[src/rtl/r2r_dac_stream_player.sv]
// Streaming playback controller for the R2R ladder DAC: buffers samples in a
// small FIFO and presents one code per divided sample tick.
`timescale 1ns/1ps

module r2r_dac_stream_player #(
  parameter int unsigned       N_BITS      = 8,
  parameter int unsigned       CLK_DIV     = 100_000,
  parameter int unsigned       FIFO_DEPTH  = 16,
  parameter int unsigned       PRIME_LEVEL = 8,
  parameter logic [N_BITS-1:0] IDLE_CODE   = '0
) (
  input  logic                            clk,
  input  logic                            reset,
  input  logic                            enable,
  input  logic [N_BITS-1:0]               s_data,
  input  logic                            s_valid,
  output logic                            s_ready,
  input  logic                            flush,
  input  logic                            clear_underrun,
  output logic [N_BITS-1:0]               dac_code,
  output logic                            playing,
  output logic                            underrun,
  output logic [$clog2(FIFO_DEPTH):0]     fifo_level
);

  localparam int unsigned DIV_W = (CLK_DIV > 1) ? $clog2(CLK_DIV) : 1;
  localparam int unsigned PTR_W = $clog2(FIFO_DEPTH);
  localparam int unsigned LVL_W = PTR_W + 1;

  typedef enum logic [1:0] {
    ST_IDLE  = 2'd0,
    ST_PRIME = 2'd1,
    ST_PLAY  = 2'd2
  } state_e;

  state_e              state_q, state_d;
  logic [DIV_W-1:0]    div_q, div_d;
  logic [PTR_W-1:0]    wr_ptr_q, wr_ptr_d;
  logic [PTR_W-1:0]    rd_ptr_q, rd_ptr_d;
  logic [LVL_W-1:0]    level_q, level_d;
  logic [N_BITS-1:0]   dac_q, dac_d;
  logic                underrun_q, underrun_d;
  logic [N_BITS-1:0]   mem_q [FIFO_DEPTH];

  logic tick_c;
  logic fifo_empty_c;
  logic wr_c;
  logic pop_c;
  logic underrun_set_c;

  // Free-running sample-rate divider; tick marks the wrap cycle.
  always_comb begin
    tick_c = (div_q == DIV_W'(CLK_DIV - 1));
    div_d  = tick_c ? '0 : div_q + DIV_W'(1);
  end

  always_ff @(posedge clk or posedge reset) begin
    if (reset) begin
      div_q <= '0;
    end else begin
      div_q <= div_d;
    end
  end

  // FSM state register.
  always_ff @(posedge clk or posedge reset) begin
    if (reset) begin
      state_q <= ST_IDLE;
    end else begin
      state_q <= state_d;
    end
  end

  // FSM next state; dropping enable overrides everything, including a tick.
  always_comb begin
    state_d      = state_q;
    fifo_empty_c = (level_q == '0);
    if (!enable) begin
      state_d = ST_IDLE;
    end else begin
      case (state_q)
        ST_IDLE: begin
          state_d = ST_PRIME;
        end
        ST_PRIME: begin
          if (level_q >= LVL_W'(PRIME_LEVEL)) begin
            state_d = ST_PRIME == state_q ? ST_PLAY : state_q;
          end
        end
        ST_PLAY: begin
          if (tick_c && fifo_empty_c) begin
            state_d = ST_PRIME;
          end
        end
        default: begin
          state_d = ST_IDLE;
        end
      endcase
    end
  end

  // FSM outputs: pop/underrun decisions and the next DAC code.
  always_comb begin
    pop_c          = 1'b0;
    underrun_set_c = 1'b0;
    dac_d          = dac_q;
    if (!enable) begin
      dac_d = IDLE_CODE;
    end else if (state_q == ST_PLAY && tick_c) begin
      if (fifo_empty_c) begin
        underrun_set_c = 1'b1;
      end else if (!flush) begin
        pop_c = 1'b1;
        dac_d = mem_q[rd_ptr_q];
      end
    end
    underrun_d = underrun_set_c | (underrun_q & ~clear_underrun);
  end

  // FIFO pointer and occupancy bookkeeping; flush discards the cycle's traffic.
  always_comb begin
    wr_c     = s_valid && s_ready && !flush;
    wr_ptr_d = wr_ptr_q;
    rd_ptr_d = rd_ptr_q;
    level_d  = level_q;
    if (flush) begin
      wr_ptr_d = '0;
      rd_ptr_d = '0;
      level_d  = '0;
    end else begin
      if (wr_c) begin
        wr_ptr_d = wr_ptr_q + PTR_W'(1);
      end
      if (pop_c) begin
        rd_ptr_d = rd_ptr_q + PTR_W'(1);
      end
      case ({wr_c, pop_c})
        2'b10:   level_d = level_q + LVL_W'(1);
        2'b01:   level_d = level_q - LVL_W'(1);
        default: level_d = level_q;
      endcase
    end
  end

  always_ff @(posedge clk or posedge reset) begin
    if (reset) begin
      wr_ptr_q   <= '0;
      rd_ptr_q   <= '0;
      level_q    <= '0;
      dac_q      <= IDLE_CODE;
      underrun_q <= 1'b0;
    end else begin
      wr_ptr_q   <= wr_ptr_d;
      rd_ptr_q   <= rd_ptr_d;
      level_q    <= level_d;
      dac_q      <= dac_d;
      underrun_q <= underrun_d;
    end
  end

  // Sample storage needs no reset: occupancy alone defines valid entries.
  always_ff @(posedge clk) begin
    if (wr_c) begin
      mem_q[wr_ptr_q] <= s_data;
    end
  end

  assign s_ready    = (level_q < LVL_W'(FIFO_DEPTH));
  assign dac_code   = dac_q;
  assign playing    = (state_q == ST_PLAY);
  assign underrun   = underrun_q;
  assign fifo_level = level_q;

endmodule

[config.mk]
export PLATFORM = sky130hd
export DESIGN_NAME = r2r_dac_stream_player
export DESIGN_NICKNAME = d
export VERILOG_FILES = /design/src/rtl/r2r_dac_stream_player.sv
export SDC_FILE = /design/constraint.sdc
export NUM_CORES = 1
export LEC_CHECK = 0
export ABC_AREA = 1
export CORE_MARGIN = 10
export CORE_UTILIZATION = 30
export CTS_BUF_LIST = sky130_fd_sc_hd__clkbuf_4 sky130_fd_sc_hd__clkbuf_8 sky130_fd_sc_hd__clkbuf_16
export CTS_CLUSTER_DIAMETER = 30
export DETAILED_ROUTE_END_ITERATION = 7
export SYNTH_ARGS = -nofsm -noshare
export SYNTH_HDL_FRONTEND = slang
export SYNTH_SLANG_ARGS = --single-unit
[constraint.sdc]
create_clock -name clk -period 2.2 [get_ports clk]
set_clock_uncertainty 0.2 [all_clocks]
set_input_delay 0.33 -clock clk [delete_from_list [all_inputs] [get_ports clk]]
set_output_delay 0.33 -clock clk [all_outputs]
set_load 0.02 [all_outputs]
==> run summary, run 1 <==
capturing element type of the critical path: flip-flop
total inserted antenna cells: 0
most used cell, CP: nand2_2
number of antenna violations at the first check in global routing: 0
crit path buf inv count: 2
Hold Path Class: input pin to asynchronous set/reset pin
Hold Violations, Final: 0
gate count after technology mapping: 666
power density normalized to cell area: 722 nW/um^2
share of cells above drive strength 1: 24.3%
number of buffers created by CTS: 17
Routed WL: 18500 um
most frequent cells in the layout: edfxtp_1, nand2_1, buf_4, nor2_1, o21ai_0
quantity of I/O buffers inserted on ports: 29
via count: 5324
Critical Path Slowest Stage Cell: dfrtp_1
highest net fanout along the worst path: 3
largest net degree at the start of global routing: 51
Overall Global Routing Usage: 11.7%
setup slack of the most critical reg-to-reg path: 0.03 ns
final core area utilization: 38.6%
worst vdd rail ir drop: 0.479 mV
first-pass GRT wire length: 28400 um
Worst path top cell family by delay: simple AND/OR/NAND/NOR gates
HPWL after detailed placement: 12500 um
die span in y: 177 um
setup repair after global routing missed its margin: true
Cell variety after synth: 44
number of rows created at floorplan: 57
number of enable flip-flop cells after synthesis: 128
final instance area: 9380 sq um
total number of yosys warnings: 0
result of the run: completed
clock tree buffer depth: 2
Area after DPL: 8590 sq um
CP Data Required Time: 2.32 ns
period utilization: 98.6%
Die ar.: 31400 sq um
number of I/O pins: 30
number of levels in the clock H-tree: 4
post-layout minimum cycle time: 2.17 ns
first-pass iteration count of the detailed router: 5
vias in the first global route: 5090
gpl congestion: 0.858
upper clock frequency limit: 461 MHz
#FFs+latches synth: 169
Post-Layout Cell Count: 1114
ANT nets after route: 0
post-synthesis cell area: 7410 sq um
worst hold margin: 0.0573 ns
max-slew violation total from the final report: 0
latest clock arrival within the worst-skew pair: 0.43 ns
arrival time of the worst setup path: 2.28 ns
worst path cell trace: ha_2, nand2_4, nor2_8, nand3_4, nor2_8, nand4_4, nand2_1, nand2_2, inv_2, ha_2, inv_2, nand2_2, nand2_2, nand2_2, nand3_2, nand3_2, nand2_1
Critical Path Max Stage Delay: 0.35 ns
total instance count after detailed placement: 1066
Setup-failing EPs final: 0
clock slew at the register clock pins of the worst setup and hold paths: 0.07 ns
kind of critical path: flip-flop to flip-flop
slew at the pin closest to its max-slew limit: 0.751 ns
Horiz. Die Dim: 177 um
area added between synthesis and finish: 26.6%
maximum capacitance violations: 0
top flip-flop cell by instance count after synthesis: edfxtp_1
core area: 24300 sq um
CTS Root Buffer Type: clkbuf_16
most common cell after layout, fill and taps aside: edfxtp_1
share of synthesized area occupied by flip-flops and latches: 65.7%
post-synthesis net count: 688
vias per cell: 4.78
average wire length per cell after detail routing: 16.6 um
TritonCTS clock tree: yes
count of hold buffers inserted by post-cts repair: 0
Starting Density: 30.5%
worst slew margin relative to its limit: 49.8%
average cell area after synthesis: 11.1 sq um
Total Nets Final: 799
Worst Setup Start Kind: flip-flop
Post-route DRC: 0
total number of clock tree sinks: 169
reported leakage power: 3.76 nW
total gr overflow: 0
DR iter-0 viols: 482
share of synthesized flip-flops with an asynchronous set or reset: 24.3%
==> worst paths after layout <==
check / from / to / depth (start not counted)
worst max register to register: div_q[0] / fifo_level[4] / 17
min in group clk: clear_underrun / underrun / 2
worst max-delay path: div_q[0] / fifo_level[4] / 17
worst min register to register: dac_code[4] / dac_code[4] / 1
max in group asynchronous: reset / div_q[12] / 3
worst min-delay path: reset / dac_code[1] / 3
==> routing by layer <==
layer / GRT usage, % / up-vias / part of all wire (%)
li1: - / 2584 / -
met1: 14.9 / 2616 / 44
met2: 20.0 / 114 / 51
met3: 2.07 / 10 / 4.3
met4: 3.26 / 0 / 0.91
met5: 0 / - / 0
==> stage by stage <==
step	setup WS (ns)	total power, mW	setup TNS, ns
final	0.0316	6.77	0
after global routing	-0.115	7.00	-0.279
after CTS	0.00168	6.82	0
after detailed placement	-0.186	3.94	-0.771
after global placement	-0.118	3.93	-0.273
after floorplan	-0.0539	3.73	-0.865
==> cells by family after synthesis <==
| family | share of synthesized area, % |
|---|---|
| flops | 65.7 |
| simple gates | 16.8 |
| compound gates | 11.0 |
| fa+ha+maj | 1.35 |
| buf+inv | 4.93 |
| xor+xnor | 0.236 |
==> final cells by class <==
class,instances,area [sq um]
repair buffers,117,998
fillers,2322,14900
clock inverters,14,154
well taps,324,405
clock buffers,18,433
flip-flops and latches,169,4870
multi-input cells,405,2270
inverters,67,251
==> sequential cells by signal (all words and copies together), names as in the netlist <==
signal      count
dac_code        8
mem_q         128
state_q         2
underrun        1
div_q          17
fifo_level      5
wr_ptr_q        4
rd_ptr_q        4
==> worst register-to-register path, cell delays in order, from the launching register on <==
cell	delay, ns
dfrtp_1	0.35
ha_2	0.21
nand2_4	0.07
nor2_8	0.13
nand3_4	0.11
nor2_8	0.11
nand4_4	0.10
nand2_1	0.09
nand2_2	0.05
inv_2	0.05
ha_2	0.16
inv_2	0.03
nand2_2	0.09
nand2_2	0.07
nand2_2	0.06
nand3_2	0.06
nand3_2	0.07
nand2_1	0.05
==> cell usage after synthesis, types with 8 or more instances <==
cell type  count  area (sq um)
dfrtp_1       41          1030
edfxtp_1     128          3840
ha_1           8           100
clkbuf_1      14          52.6
buf_2         10          50.1
nor2_1        76           285
nand2_2        8          50.1
inv_2         16          60.1
a21oi_1       32           160
o21ai_0       58           290
o22ai_1        9          56.3
o221ai_1      11          96.3
inv_1         49           184
nand4_1        9          56.3
nand3_1       27           135
nand2_1       96           360
nor3_1        16          80.1
==> where the power goes <==
part	internal (mW)	leakage [nW]	switching, mW
clock	1.53	0.289	1.37
sequential	3.48	1.70	0.0204
combinational	0.137	1.77	0.237
total	5.15	3.76	1.62
==> what timing repair did <==
action                     4_1_cts  5_1_grt
pin swaps                        2       16
setup endpoints to repair        3        9
gates resized for setup          5       23
setup buffers                    1       15
Power figures use the tool's default switching activity.
==> run 2: changes to the inputs <==
--- a/config.mk
+++ b/config.mk
@@ -6,11 +6,13 @@
 export NUM_CORES = 1
 export LEC_CHECK = 0
 export ABC_AREA = 1
+export CORE_ASPECT_RATIO = 2
 export CORE_MARGIN = 10
 export CORE_UTILIZATION = 30
 export CTS_BUF_LIST = sky130_fd_sc_hd__clkbuf_4 sky130_fd_sc_hd__clkbuf_8 sky130_fd_sc_hd__clkbuf_16
 export CTS_CLUSTER_DIAMETER = 30
 export DETAILED_ROUTE_END_ITERATION = 7
+export GPL_TIMING_DRIVEN = 0
 export SYNTH_ARGS = -nofsm -noshare
 export SYNTH_HDL_FRONTEND = slang
 export SYNTH_SLANG_ARGS = --single-unit
==> constraint.sdc (replaced) <==
create_clock -name clk -period 2.6 [get_ports clk]
set_clock_uncertainty 0.2 [all_clocks]
set_input_delay 0.39 -clock clk [delete_from_list [all_inputs] [get_ports clk]]
set_output_delay 0.39 -clock clk [all_outputs]
set_load 0.02 [all_outputs]
==> run 2 against run 1 <==
Compared with the run above:
- sequential share of layout area up 3.1 points
- maximum frequency shrank 14%
- clock power down 16%
- total power shrank 16%
- via count shrank 1.6%
- count of clock-buffer cells in the layout rose by 2
- first-iteration DRC count shrank 4.6%
- wire length is 12% higher
- cell count decreased by 4.3%
- die area is 1.2% higher
- worst setup slack gained 0.035 ns
- design area is 5.8% lower
- largest power group unchanged
==> run summary, run 2 (synthesis gave the netlist of run 1 again) <==
HPWL after detailed placement: 15300 um (+22%)
final core area utilization: 36.2% (-2.4 points)
number of levels in the clock H-tree: 4 (unchanged)
number of I/O pins: 30 (unchanged)
Setup-failing EPs final: 0 (unchanged)
number of rows created at floorplan: 81 (+42%)
CP Data Required Time: 2.78 ns (+0.46 ns)
power density normalized to cell area: 644 nW/um^2 (-11%)
Worst Hold Path Cells: 1
launch point of the worst hold path: div_q[0]
worst-case reg-to-reg path depth: 8 (-9)
most used cell, CP: buf_2
result of the run: completed
Starting Density: 30.3% (-0.13 points)
Hold Violations, Final: 0 (unchanged)
arrival time of the worst setup path: 2.71 ns (+0.43 ns)
via count: 5240 (-1.6%)
clock slew at the register clock pins of the worst setup and hold paths: 0.07 ns (about the same)
worst slew margin relative to its limit: 32.7% (-17 points)
average wire length per cell after detail routing: 19.4 um (+17%)
reported leakage power: 3.38 nW (-10%)
Critical Path Max Stage Delay: 0.47 ns (+0.12 ns)
setup slack at placement: -0.705 ns (-0.519 ns)
max-slew violation total from the final report: 0 (unchanged)
highest net fanout along the worst path: 10 (+7)
first-pass GRT wire length: 31100 um (+9.3%)
area added between synthesis and finish: 19.3%
CTS Root Buffer Type: clkbuf_16
number of buffers created by CTS: 17 (unchanged)
worst vdd rail ir drop: 0.484 mV (+0.92%)
worst hold path endpoint: div_q[0]
reg2reg end: dac_code[1]
worst path cell trace: inv_1, buf_2, buf_2, nand2_1, a221oi_2, o21ai_0, a21oi_1, a21o_1
period utilization: 97.4% (-1.1 points)
total gr overflow: 0 (unchanged)
Worst Setup Start Kind: flip-flop
ANT nets after route: 0 (unchanged)
setup slack of the most critical reg-to-reg path: 0.07 ns (+0.04 ns)
capturing element type of the critical path: flip-flop
vias in the first global route: 5321 (+4.5%)
Horiz. Die Dim: 131 um (-26%)
startpoint of the worst-slack reg-to-reg timing path: rd_ptr_q[0]
vias per cell: 4.92 (+2.9%)
maximum capacitance violations: 0 (unchanged)
slew at the pin closest to its max-slew limit: 1.01 ns (+0.255 ns)
Post-Layout Cell Count: 1066 (-4.3%)
kind of critical path: flip-flop to flip-flop
Die ar.: 31800 sq um (+1.2%)
share of cells above drive strength 1: 15.1% (-9.2 points)
most frequent cells in the layout: edfxtp_1, nand2_1, nor2_1, o21ai_0, inv_1
clock tree buffer depth: 2 (unchanged)
total negative slack for setup checks: 0 ns (unchanged)
total inserted antenna cells: 0 (unchanged)
final setup margin: 0.0670 ns (+0.0354 ns)
post-layout minimum cycle time: 2.53 ns (+0.365 ns)
total instance count after detailed placement: 1030 (-3.4%)
gpl congestion: 0.937 (+9.1%)
DR iter-0 viols: 460 (-4.6%)
total number of clock tree sinks: 169 (unchanged)
largest net degree at the start of global routing: 40 (-22%)
setup repair after global routing missed its margin: true
quantity of I/O buffers inserted on ports: 29 (unchanged)
latest clock arrival within the worst-skew pair: 0.44 ns (about the same)
Post-route DRC: 0 (unchanged)
die span in y: 242 um (+37%)
largest register by flop count: mem_q
first-pass iteration count of the detailed router: 5 (unchanged)
number of flip-flops under the largest register name: 128 (unchanged)
core area: 24400 sq um (+0.43%)
TritonCTS clock tree: yes
total design power: 5.69 mW (-16%)
Routed WL: 20700 um (+12%)
Hold Path Class: flip-flop to flip-flop
Overall Global Routing Usage: 12.9% (+1.2 points)
most common cell after layout, fill and taps aside: edfxtp_1
Critical Path Slowest Stage Cell: a221oi_2
Total Nets Final: 743 (-7.0%)
number of antenna violations at the first check in global routing: 0 (unchanged)
upper clock frequency limit: 395 MHz (-14%)
## run 2: where the power goes
| group | leakage [nW] | internal (mW) | total, mW | switching, mW |
|---|---|---|---|---|
| clock | 0.281 | 1.37 | 2.45 | 1.09 |
| combinational | 1.40 | 0.0865 | 0.274 | 0.187 |
| sequential | 1.71 | 2.95 | 2.97 | 0.0221 |
| total | 3.38 | 4.40 | 5.69 | 1.30 |
## run 2: cell type report
| type | instances | area, sq um |
|---|---|---|
| Clock buffer | 20 | 448 |
| Fill cell | 2407 | 15600 |
| Multi-Input combinational cell | 405 | 2250 |
| Buffer | 24 | 110 |
| Inverter | 67 | 254 |
| Clock inverter | 12 | 118 |
| Tap cell | 332 | 415 |
| Sequential cell | 169 | 4870 |
| Timing Repair Buffer | 37 | 373 |
## run 2: critical path: cells and delay by family, from the launching register on
| family | cells | cell delay [ns] |
|---|---|---|
| AOI/OAI and AO/OA | 4 | 1.01 |
| buffers and inverters | 3 | 0.69 |
| DFF | 1 | 0.43 |
| and+or+nand+nor | 1 | 0.13 |
## run 2: timing repair
item	CTS	global route
hold buffers	1	0
pin swaps	0	2
gates cloned	0	0
gates resized for setup	7	5
hold endpoints to repair	2	0
setup endpoints to repair	51	11
setup buffers	0	4
## run 2: worst max-delay path by stage
stage	startpoint	to	slack, ns	cells past startpoint
6_report	rd_ptr_q[0]	dac_code[1]	0.07	8
5_1_grt	fifo_level[4]	mem_q[12][4]	-0.01	5
4_1_cts	rd_ptr_q[0]	dac_code[5]	0.03	8
3_5_place_dp	flush	mem_q[13][1]	-0.70	5
3_3_place_gp	flush	mem_q[1][4]	-0.84	5
2_1_floorplan	fifo_level[4]	mem_q[12][0]	0.35	5
## run 2: stage by stage
stage               area [sq um]  hold WS, ns
global placement            8110        0.246
global route                8840        0.282
finish                      8840        0.264
CTS                         8790        0.268
floorplan                   7410        0.233
detailed placement          8180        0.260
## run 2: per-layer routing
metal	track usage (%)	wire length, um
met1	11.3	6930
met2	24.5	11500
met3	2.37	661
met4	10.8	1590
met5	0	0
